$ cat src/rtl/instr_fetch_unit_if.sv
// Instruction-memory read channel: the fetch unit is the master and raises a request;
// the memory answers with ack and data.
interface instr_fetch_unit_if;
    logic        IMemReq;
    logic [15:0] IMemAddr;
    logic        IMemAck;
    logic [15:0] IMemData;

    modport master (output IMemReq, output IMemAddr, input IMemAck, input IMemData);
    modport slave  (input IMemReq, input IMemAddr, output IMemAck, output IMemData);
endinterface

$ cat src/rtl/instr_fetch_unit.sv
// Fetch/issue front end of the 16-bit CPU: owns PC and IR and feeds ControlUnit.
// Optional macro PERF_COUNT_EN adds a saturating RetiredCount output.
module instr_fetch_unit #(
    parameter logic [15:0] RESET_PC = 16'h0000,
    parameter int unsigned PC_STEP  = 2
) (
    input  logic                Clock,
    input  logic                Reset,
    input  logic                Enable,
    instr_fetch_unit_if.master  imem,
    output logic [2:0]          OPCODE,
    output logic [1:0]          RS,
    output logic [1:0]          RT,
    output logic [1:0]          RD,
    output logic [15:0]         IMM,
    output logic                InstrValid,
    input  logic                Branch,
    input  logic                Zero,
    output logic [15:0]         PC
`ifdef PERF_COUNT_EN
    ,
    output logic [15:0]         RetiredCount
`endif
);

    typedef enum logic [1:0] {
        S_IDLE,
        S_FETCH,
        S_ISSUE
    } state_t;

    state_t      r_state;
    state_t      w_next;
    logic [15:0] r_pc;
    logic [15:0] r_ir;
    logic [15:0] w_pc_next;
    logic        w_req;
    logic        w_valid;

    always_comb begin
        w_next  = r_state;
        w_req   = 1'b0;
        w_valid = 1'b0;
        case (r_state)
            S_IDLE: begin
                if (Enable) w_next = S_FETCH;
            end
            S_FETCH: begin
                w_req = 1'b1;
                if (imem.IMemAck) w_next = S_ISSUE;
            end
            S_ISSUE: begin
                w_valid = 1'b1;
                w_next  = Enable ? S_FETCH : S_IDLE;
            end
            default: w_next = S_IDLE;
        endcase
    end

    // Sign-extended immediate is a word offset, hence the shift before adding.
    assign w_pc_next = (Branch & Zero) ? (r_pc + 16'(PC_STEP) + (IMM << 1))
                                       : (r_pc + 16'(PC_STEP));

    always_ff @(posedge Clock) begin
        if (Reset) begin
            r_state <= S_IDLE;
            r_pc    <= RESET_PC;
            r_ir    <= '0;
        end else begin
            r_state <= w_next;
            if (r_state == S_FETCH && imem.IMemAck) r_ir <= imem.IMemData;
            if (r_state == S_ISSUE) r_pc <= w_pc_next;
        end
    end

`ifdef PERF_COUNT_EN
    logic [15:0] r_retired;

    always_ff @(posedge Clock) begin
        if (Reset) begin
            r_retired <= '0;
        end else if (r_state == S_ISSUE && r_retired != 16'hFFFF) begin
            r_retired <= r_retired + 16'd1;
        end
    end

    assign RetiredCount = r_retired;
`endif

    assign imem.IMemReq  = w_req;
    assign imem.IMemAddr = r_pc;
    assign InstrValid    = w_valid;
    assign PC            = r_pc;
    assign OPCODE        = r_ir[15:13];
    assign RS            = r_ir[12:11];
    assign RT            = r_ir[10:9];
    assign RD            = r_ir[8:7];
    assign IMM           = {{8{r_ir[7]}}, r_ir[7:0]};

endmodule

$ cat src/flat_wrapper.sv
// flat-port wrapper written by rule: the top's interface ports become plain ports
module instr_fetch_unit_flat 
#(
    parameter logic [15:0] RESET_PC = 16'h0000,
    parameter int unsigned PC_STEP  = 2
)
  (Clock, Reset, Enable, OPCODE, RS, RT, RD, IMM, InstrValid, Branch, Zero, PC, imem_IMemReq, imem_IMemAddr, imem_IMemAck, imem_IMemData);
  instr_fetch_unit_if imem_i ();
  input  logic Clock;
  input  logic Reset;
  input  logic Enable;
  output logic [2:0] OPCODE;
  output logic [1:0] RS;
  output logic [1:0] RT;
  output logic [1:0] RD;
  output logic [15:0] IMM;
  output logic InstrValid;
  input  logic Branch;
  input  logic Zero;
  output logic [15:0] PC;
  output wire logic [$bits(imem_i.IMemReq)-1:0] imem_IMemReq;
  output wire logic [$bits(imem_i.IMemAddr)-1:0] imem_IMemAddr;
  input wire logic [$bits(imem_i.IMemAck)-1:0] imem_IMemAck;
  input wire logic [$bits(imem_i.IMemData)-1:0] imem_IMemData;
  assign imem_IMemReq = imem_i.IMemReq;
  assign imem_IMemAddr = imem_i.IMemAddr;
  assign imem_i.IMemAck = imem_IMemAck;
  assign imem_i.IMemData = imem_IMemData;
  instr_fetch_unit #(.RESET_PC(RESET_PC), .PC_STEP(PC_STEP)) u_core (.Clock(Clock), .Reset(Reset), .Enable(Enable), .imem(imem_i), .OPCODE(OPCODE), .RS(RS), .RT(RT), .RD(RD), .IMM(IMM), .InstrValid(InstrValid), .Branch(Branch), .Zero(Zero), .PC(PC));
endmodule
$ cat config.mk
export PLATFORM = sky130hd
export DESIGN_NAME = instr_fetch_unit_flat
export DESIGN_NICKNAME = d
export VERILOG_FILES = /design/src/rtl/instr_fetch_unit_if.sv /design/src/rtl/instr_fetch_unit.sv /design/src/flat_wrapper.sv
export SDC_FILE = /design/constraint.sdc
export NUM_CORES = 1
export LEC_CHECK = 0
export CORE_MARGIN = 5
export CORE_UTILIZATION = 40
export CTS_BUF_LIST = sky130_fd_sc_hd__clkbuf_16
export DETAILED_ROUTE_END_ITERATION = 8
export GPL_TIMING_DRIVEN = 0
export PLACE_DENSITY_LB_ADDON = 0.12
export SYNTH_ARGS = -nofsm -noshare
export SYNTH_HDL_FRONTEND = slang
export SYNTH_SLANG_ARGS = --single-unit
export TNS_END_PERCENT = 5
$ cat constraint.sdc
create_clock -name Clock -period 3.2 [get_ports Clock]
set_clock_uncertainty 0.15 [all_clocks]
set_input_delay 0.64 -clock Clock [delete_from_list [all_inputs] [get_ports Clock]]
set_output_delay 0.64 -clock Clock [all_outputs]
set_load 0.03 [all_outputs]
==> results.md, run 1 <==
* Max Fanout on Critical Path at 7
* Post-Synthesis Cells at 348
* Area after DPL at 3510 sq um
* Residual DRC at 0
* DRT Wirelength at 7.67 mm
* Fin util at roughly three fifths
* Min-delay worst type: reg2reg
* TritonCTS clock tree: done
* RSZ-0062 raised after global routing: yes
* Peak supply drop at 0.268 mV
* EDFF count, synth at 0
* PwrDens at 315 nW/um^2
* Initial Util at 41.2%
* Share of cells above drive strength 1 at between 10% and 20%
* Ant diodes at 0
* Syn Area/Cell at 7.56 sq um
* Worst-path clk slew at 0.06 ns
* Worst-skew pair later-pin latency at 0.28 ns
* Max Cap Violations at 0
* Post-synth top area share at roughly 25%
* Tmin final at 3.08 ns
* Yosys cell types at 53
* Worst Setup EP: u_core.PC[15]
* Clock sinks at 33
* Register Area at 682 sq um
* Synth area leader: dfxtp_1
* WP data required at 3.22 ns
* Post-route setup TNS at 0 ns
* Design Area, Final at 3910 sq um
* Buffers on Ports at 77
* P_leak at approximately 1.6 nW
* Fillers at 620
* Cell Area, Synth at roughly 2600 sq um
* Drt via density at just over 5
* Layout area overhead at 48.7%
* R2R cell count at 11
* Worst Setup Start Kind: flip-flop
* Maximum clock frequency at 0.324 GHz
* CTS buffer count at 5
* Nets@finish at ~480
* Area occupied by multi-input gates at between 1500 and 2000 sq um
* YS warnings at 0
* Main flop type after synthesis: dfxtp_1
* Met2 usage in global routing at 30.9%
* Clock tree buffer depth at 2
* Core Region at 6390 sq um
* Final hold vios at 0
* Pre-Repair DR Iteration Count at 4
* Setup crit end kind: flip-flop
* Run status: complete, no violations
* Crit path DAT at 3.10 ns
* Core Rows at 29
* Final slew viol count at 0
* Fin crit share at between 90 and 100%
* Seq/Total Area, Yosys at about 25%
* Crit. Startpoint: u_core.PC[4]
* Wire length per cell at roughly 15 um
* Actual slew at the worst max-slew pin at 0.575 ns
* R2R setup slack at 0.12 ns
* Synth area leaders: dfxtp_1 (25%), ha_1 (9.0%), nand2_1 (8.8%)
* Met1 usage at 21.8%
* R2R Path Start: u_core.PC[4]
* Initial antenna violation count at 0
* Endpoint of the worst-slack reg-to-reg timing path: u_core.PC[15]
* Final GP Congestion at 0.855
* Async SR Flop Fraction at 0%
* WS Path Type: reg2reg
* First-pass GRT wire length at 12.0 mm
* Final setup fails at 0
* GRT Total Usage at between 15 and 20%
* GR Util met3 at 2.89%
* DIE WIDTH at 91.1 um
* Clk Tree Root Cell: clkbuf_16
* H-Tree Depth at 2
* Post-detail-place hpwl at 5.53 mm
* #FFs+latches synth at 33
* Iter 0 DRT Violations at approximately 120
* ANT nets after route at 0
* Post-Place Setup Slack at -0.173 ns
* Total power at 1.23 mW
* Final setup margin at 0.116 ns
* Slew HR at a little over 60%
* Top-count cell post-synth: nand2_1
* Vias in the first global route at 2535
* Total congestion overflow at 0
* Synth top cells by count: nand2_1 (62), a21oi_1 (38), dfxtp_1 (33)
* Largest net degree at the start of global routing at 26
* Die H at 91.1 um
* Vias at about 2700
* Grt peak-use layer: met2
* I/O pins at 81
* Die area at 8300 sq um
==> layout by cell type (no fill, tap or decap), types with 3 or more instances in the layout <==
cell	n
a211oi_2	3
clkbuf_16	5
a211oi_1	4
a221oi_1	3
o211ai_1	3
o21ai_0	9
dfxtp_1	24
a21o_1	3
xnor2_1	10
inv_1	13
o21ai_1	4
a21oi_1	37
nand2_1	62
dfxtp_2	5
clkdlybuf4s50_1	77
o21a_1	4
xor2_1	6
nor3_1	4
ha_1	14
xnor2_2	4
nor2_1	29
nand4_1	4
a311oi_1	4
buf_4	37
ha_4	5
nand3_1	10
dfxtp_4	4
clkbuf_1	8
==> flip-flops by register name, indices dropped and copies added (netlist names) <==
| register | cells |
|---|---|
| u_core.PC | 15 |
| u_core.r_ir | 16 |
| u_core.r_state | 2 |
==> through the flow <==
step	hold slack, ns	std cells
floorplan	0.344	349
global placement	0.291	503
detailed placement	0.297	503
CTS	0.306	512
global route	0.322	519
finish	0.301	519
==> report_power, final <==
part / leakage, nW / switching, mW / internal [mW]
logic: 1.21 / 0.121 / 0.105
clock network: 0.0800 / 0.199 / 0.369
registers: 0.273 / 0.0181 / 0.421
==> cell families after synthesis <==
| family | count (synthesis) | synth area share (%) |
|---|---|---|
| fa+ha+maj | 20 | 9.80 |
| other cells | 1 | 0.143 |
| compound gates | 87 | 20.8 |
| xor+xnor | 20 | 6.66 |
| buf+inv | 54 | 12.8 |
| mux | 4 | 1.62 |
| simple gates | 129 | 23.0 |
| flops | 33 | 25.1 |
==> worst max-delay path: stages (launching register included) <==
cell,delay (ns)
dfxtp_4,0.39
and4_4,0.28
nand4_1,0.15
xnor2_2,0.26
ha_4,0.26
a211oi_2,0.23
nand2_1,0.12
o22ai_4,0.26
o21ai_2,0.10
o21a_1,0.18
o311ai_2,0.23
mux2_1,0.35
==> how the worst min path moves through the flow <==
stage / slack, ns / start / end / cells after the start
5_1_grt: 0.32 / u_core.r_ir[11] / u_core.r_ir[11] / 2
3_3_place_gp: 0.29 / u_core.r_ir[14] / u_core.r_ir[14] / 2
4_1_cts: 0.31 / u_core.r_ir[11] / u_core.r_ir[11] / 2
2_1_floorplan: 0.34 / u_core.r_state[0] / u_core.r_state[0] / 2
6_report: 0.30 / u_core.r_ir[11] / u_core.r_ir[11] / 2
3_5_place_dp: 0.30 / u_core.r_ir[11] / u_core.r_ir[11] / 2
==> layer usage <==
metal  wire [um]  share of wire (%)  vias up
li1            -                  -     1368
met1        3400                 44     1252
met2        3820                 50       72
met3         368                4.8        6
met4          80                1.0        0
met5           0                  0        -
==> final cells by class <==
class / instances / share of cell area, %
Buffer: 40 / 6.97
Clock buffer: 5 / 3.20
Clock inverter: 3 / 1.18
Inverter: 14 / 1.66
Multi-Input combinational cell: 262 / 45.9
Sequential cell: 33 / 17.4
Tap cell: 77 / 2.46
Timing Repair Buffer: 85 / 21.2
==> repair_timing <==
item                                    in CTS  in global routing
hold endpoints to repair                     0                  0
endpoints found under the setup margin       1                  6
hold buffers                                 0                  0
resized for setup                           12                 21
buffers inserted                             1                  7
pin swaps                                    1                  8
No activity file was read; power rests on OpenSTA's default activity.
==> run 2: changes to the inputs <==
- CORE_UTILIZATION: 40 -> 45
- GPL_ROUTABILITY_DRIVEN: not set -> 0
==> run 2 against run 1 <==
Effect of this change: final cell count is 0.39% higher; sequential cell count stayed put; count of clock-buffer cells in the layout stayed put; register-to-register slack worse by 0.05 ns; fmax is 1.5% lower; largest power group unchanged; via count is 4.1% higher.
==> results.md, run 2 (synthesized netlist as in run 1, its figures left out) <==
* Critical Path, Cell by Cell: buf_6 -> nand4_4 -> nor2_4 -> nand4_1 -> xnor2_2 -> ha_4 -> a21oi_2 -> nand2_1 -> a211oi_2 -> o21ai_1 -> o21a_1 -> o311ai_2 -> mux2_1
* Slowest stage delay, CP at 0.34 ns
* CTS buffer count at 5
* Clock tree buffer depth at 2
* Final setup fails at 0
* Fillers at 474
* PwrDens at 301 nW/um^2
* DRT Wirelength at 8.07 mm
* WHS at between 0.3 and 0.4 ns
* Area after DPL at 3500 sq um
* Largest delay share family, worst path: compound AO/OA/AOI/OAI gates
* Worst-skew pair later-pin latency at 0.28 ns
* Critical-path top delay cell: mux2_1
* Initial antenna violation count at 0
* P_leak at about 1.6 nW
* Tmin final at 3.13 ns
* Ant diodes at 0
* Top reg by flops: u_core.r_ir
* Min-delay src: u_core.r_ir[10]
* Total congestion overflow at 0
* Die area at 7480 sq um
* Most common cell after layout, fill and taps aside: clkdlybuf4s50_1
* TritonCTS clock tree: done
* R2R Path Start: u_core.PC[5]
* Die H at 86.5 um
* Peak supply drop at 0.253 mV
* Setup crit end kind: flip-flop
* Vias in the first global route at 2606
* Core Region at 5610 sq um
* ANT nets after route at 0
* Final hold vios at 0
* Actual slew at the worst max-slew pin at 0.591 ns
* Area occupied by multi-input gates at ~1800 sq um
* Residual DRC at 0
* WP buf/inv at 1
* Fin util at between 70% and 80%
* I/O pins at 81
* Crit path DAT at 3.15 ns
* Initial Util at roughly 47%
* Maximum clock frequency at 0.319 GHz
* Crit. Startpoint: u_core.PC[5]
* Nets@finish at 491
* Worst Setup Start Kind: flip-flop
* Run status: complete, no violations
* Share of cells above drive strength 1 at 21.6%
* Fin crit share at just under 100%
* Register Area at 692 sq um
* GRT Total Usage at 20.2%
* Final slew viol count at 0
* Buffers on Ports at between 70 and 80
* Min-delay worst type: reg2reg
* Clock sinks at 33
* Max reg flops at 16
* Iter 0 DRT Violations at approximately 190
* H-Tree Depth at 2
* Largest net degree at the start of global routing at 26
* Vias at 2809
* Core Rows at 27
* Cts hold-fix bufs at 0
* Max Fanout on Critical Path at 5
* Drt via density at between 5 and 6
* Slew HR at 60.6%
* Layout area overhead at 52.4%
* DIE WIDTH at about 86 um
* Design Area, Final at 4010 sq um
* WS Path Type: reg2reg
* Clk Tree Root Cell: clkbuf_16
* Post-detail-place hpwl at 5.66 mm
* Max Cap Violations at 0
* Post-route setup TNS at 0 ns
* Pre-Repair DR Iteration Count at 5
* First-pass GRT wire length at ~12 mm
* Worst-path clk slew at approximately 0.050 ns
* WP data required at 3.21 ns
* Commonest cells after routing, fill and taps aside: clkdlybuf4s50_1 (77), nand2_1 (62), buf_4 (43)
* Wire length per cell at 15.5 um
-- run 2: tightest hold or removal path, delay by kind of cell, from the launching register on --
family	cells	cell delay, ns
and+or+nand+nor	1	0.05
DFF	1	0.30
AOI/OAI and AO/OA	1	0.05
-- run 2: path summary, 6_finish.rpt --
check	end	slack [ns]	cells past startpoint
hold / removal	u_core.r_ir[10]	0.30	2
hold reg to reg	u_core.r_ir[10]	0.30	2
setup / recovery	u_core.PC[15]	0.07	13
setup reg to reg	u_core.PC[15]	0.07	13
-- run 2: cell type report --
| class | count | area share, % |
|---|---|---|
| multi-input cells | 262 | 45.8 |
| repair buffers | 93 | 22.2 |
| flip-flops and latches | 33 | 17.3 |
| plain buffers | 40 | 6.90 |
| clock buffers | 5 | 3.12 |
| well taps | 72 | 2.25 |
| inverters | 14 | 1.62 |
| clock inverters | 2 | 0.874 |
-- run 2: where the power goes --
group | internal, mW | total (mW) | switching (mW)
clock network | 0.361 | 0.539 | 0.178
registers | 0.420 | 0.440 | 0.0200
logic | 0.107 | 0.229 | 0.122
total | 0.888 | 1.21 | 0.320
-- run 2: stage by stage --
stage	cells	setup slack, ns	total power [mW]
2_1_floorplan	349	0.0298	0.577
3_3_place_gp	498	-0.225	0.662
3_5_place_dp	498	-0.278	0.666
4_1_cts	507	0.00627	1.20
5_1_grt	521	-0.0404	1.25
6_report	521	0.0672	1.21
-- run 2: metal layers --
metal | vias up | share of wire, % | track usage, %
met5 | - | 0 | 0
met4 | 0 | 2.7 | 7.51
met3 | 22 | 8.3 | 5.99
met2 | 137 | 48 | 33.9
met1 | 1261 | 41 | 24.2
li1 | 1389 | - | -
-- run 2: repair_timing --
item,in CTS,in global routing
pin swaps,2,10
gates resized for setup,12,34
buffers inserted,2,14
setup endpoints to repair,1,4
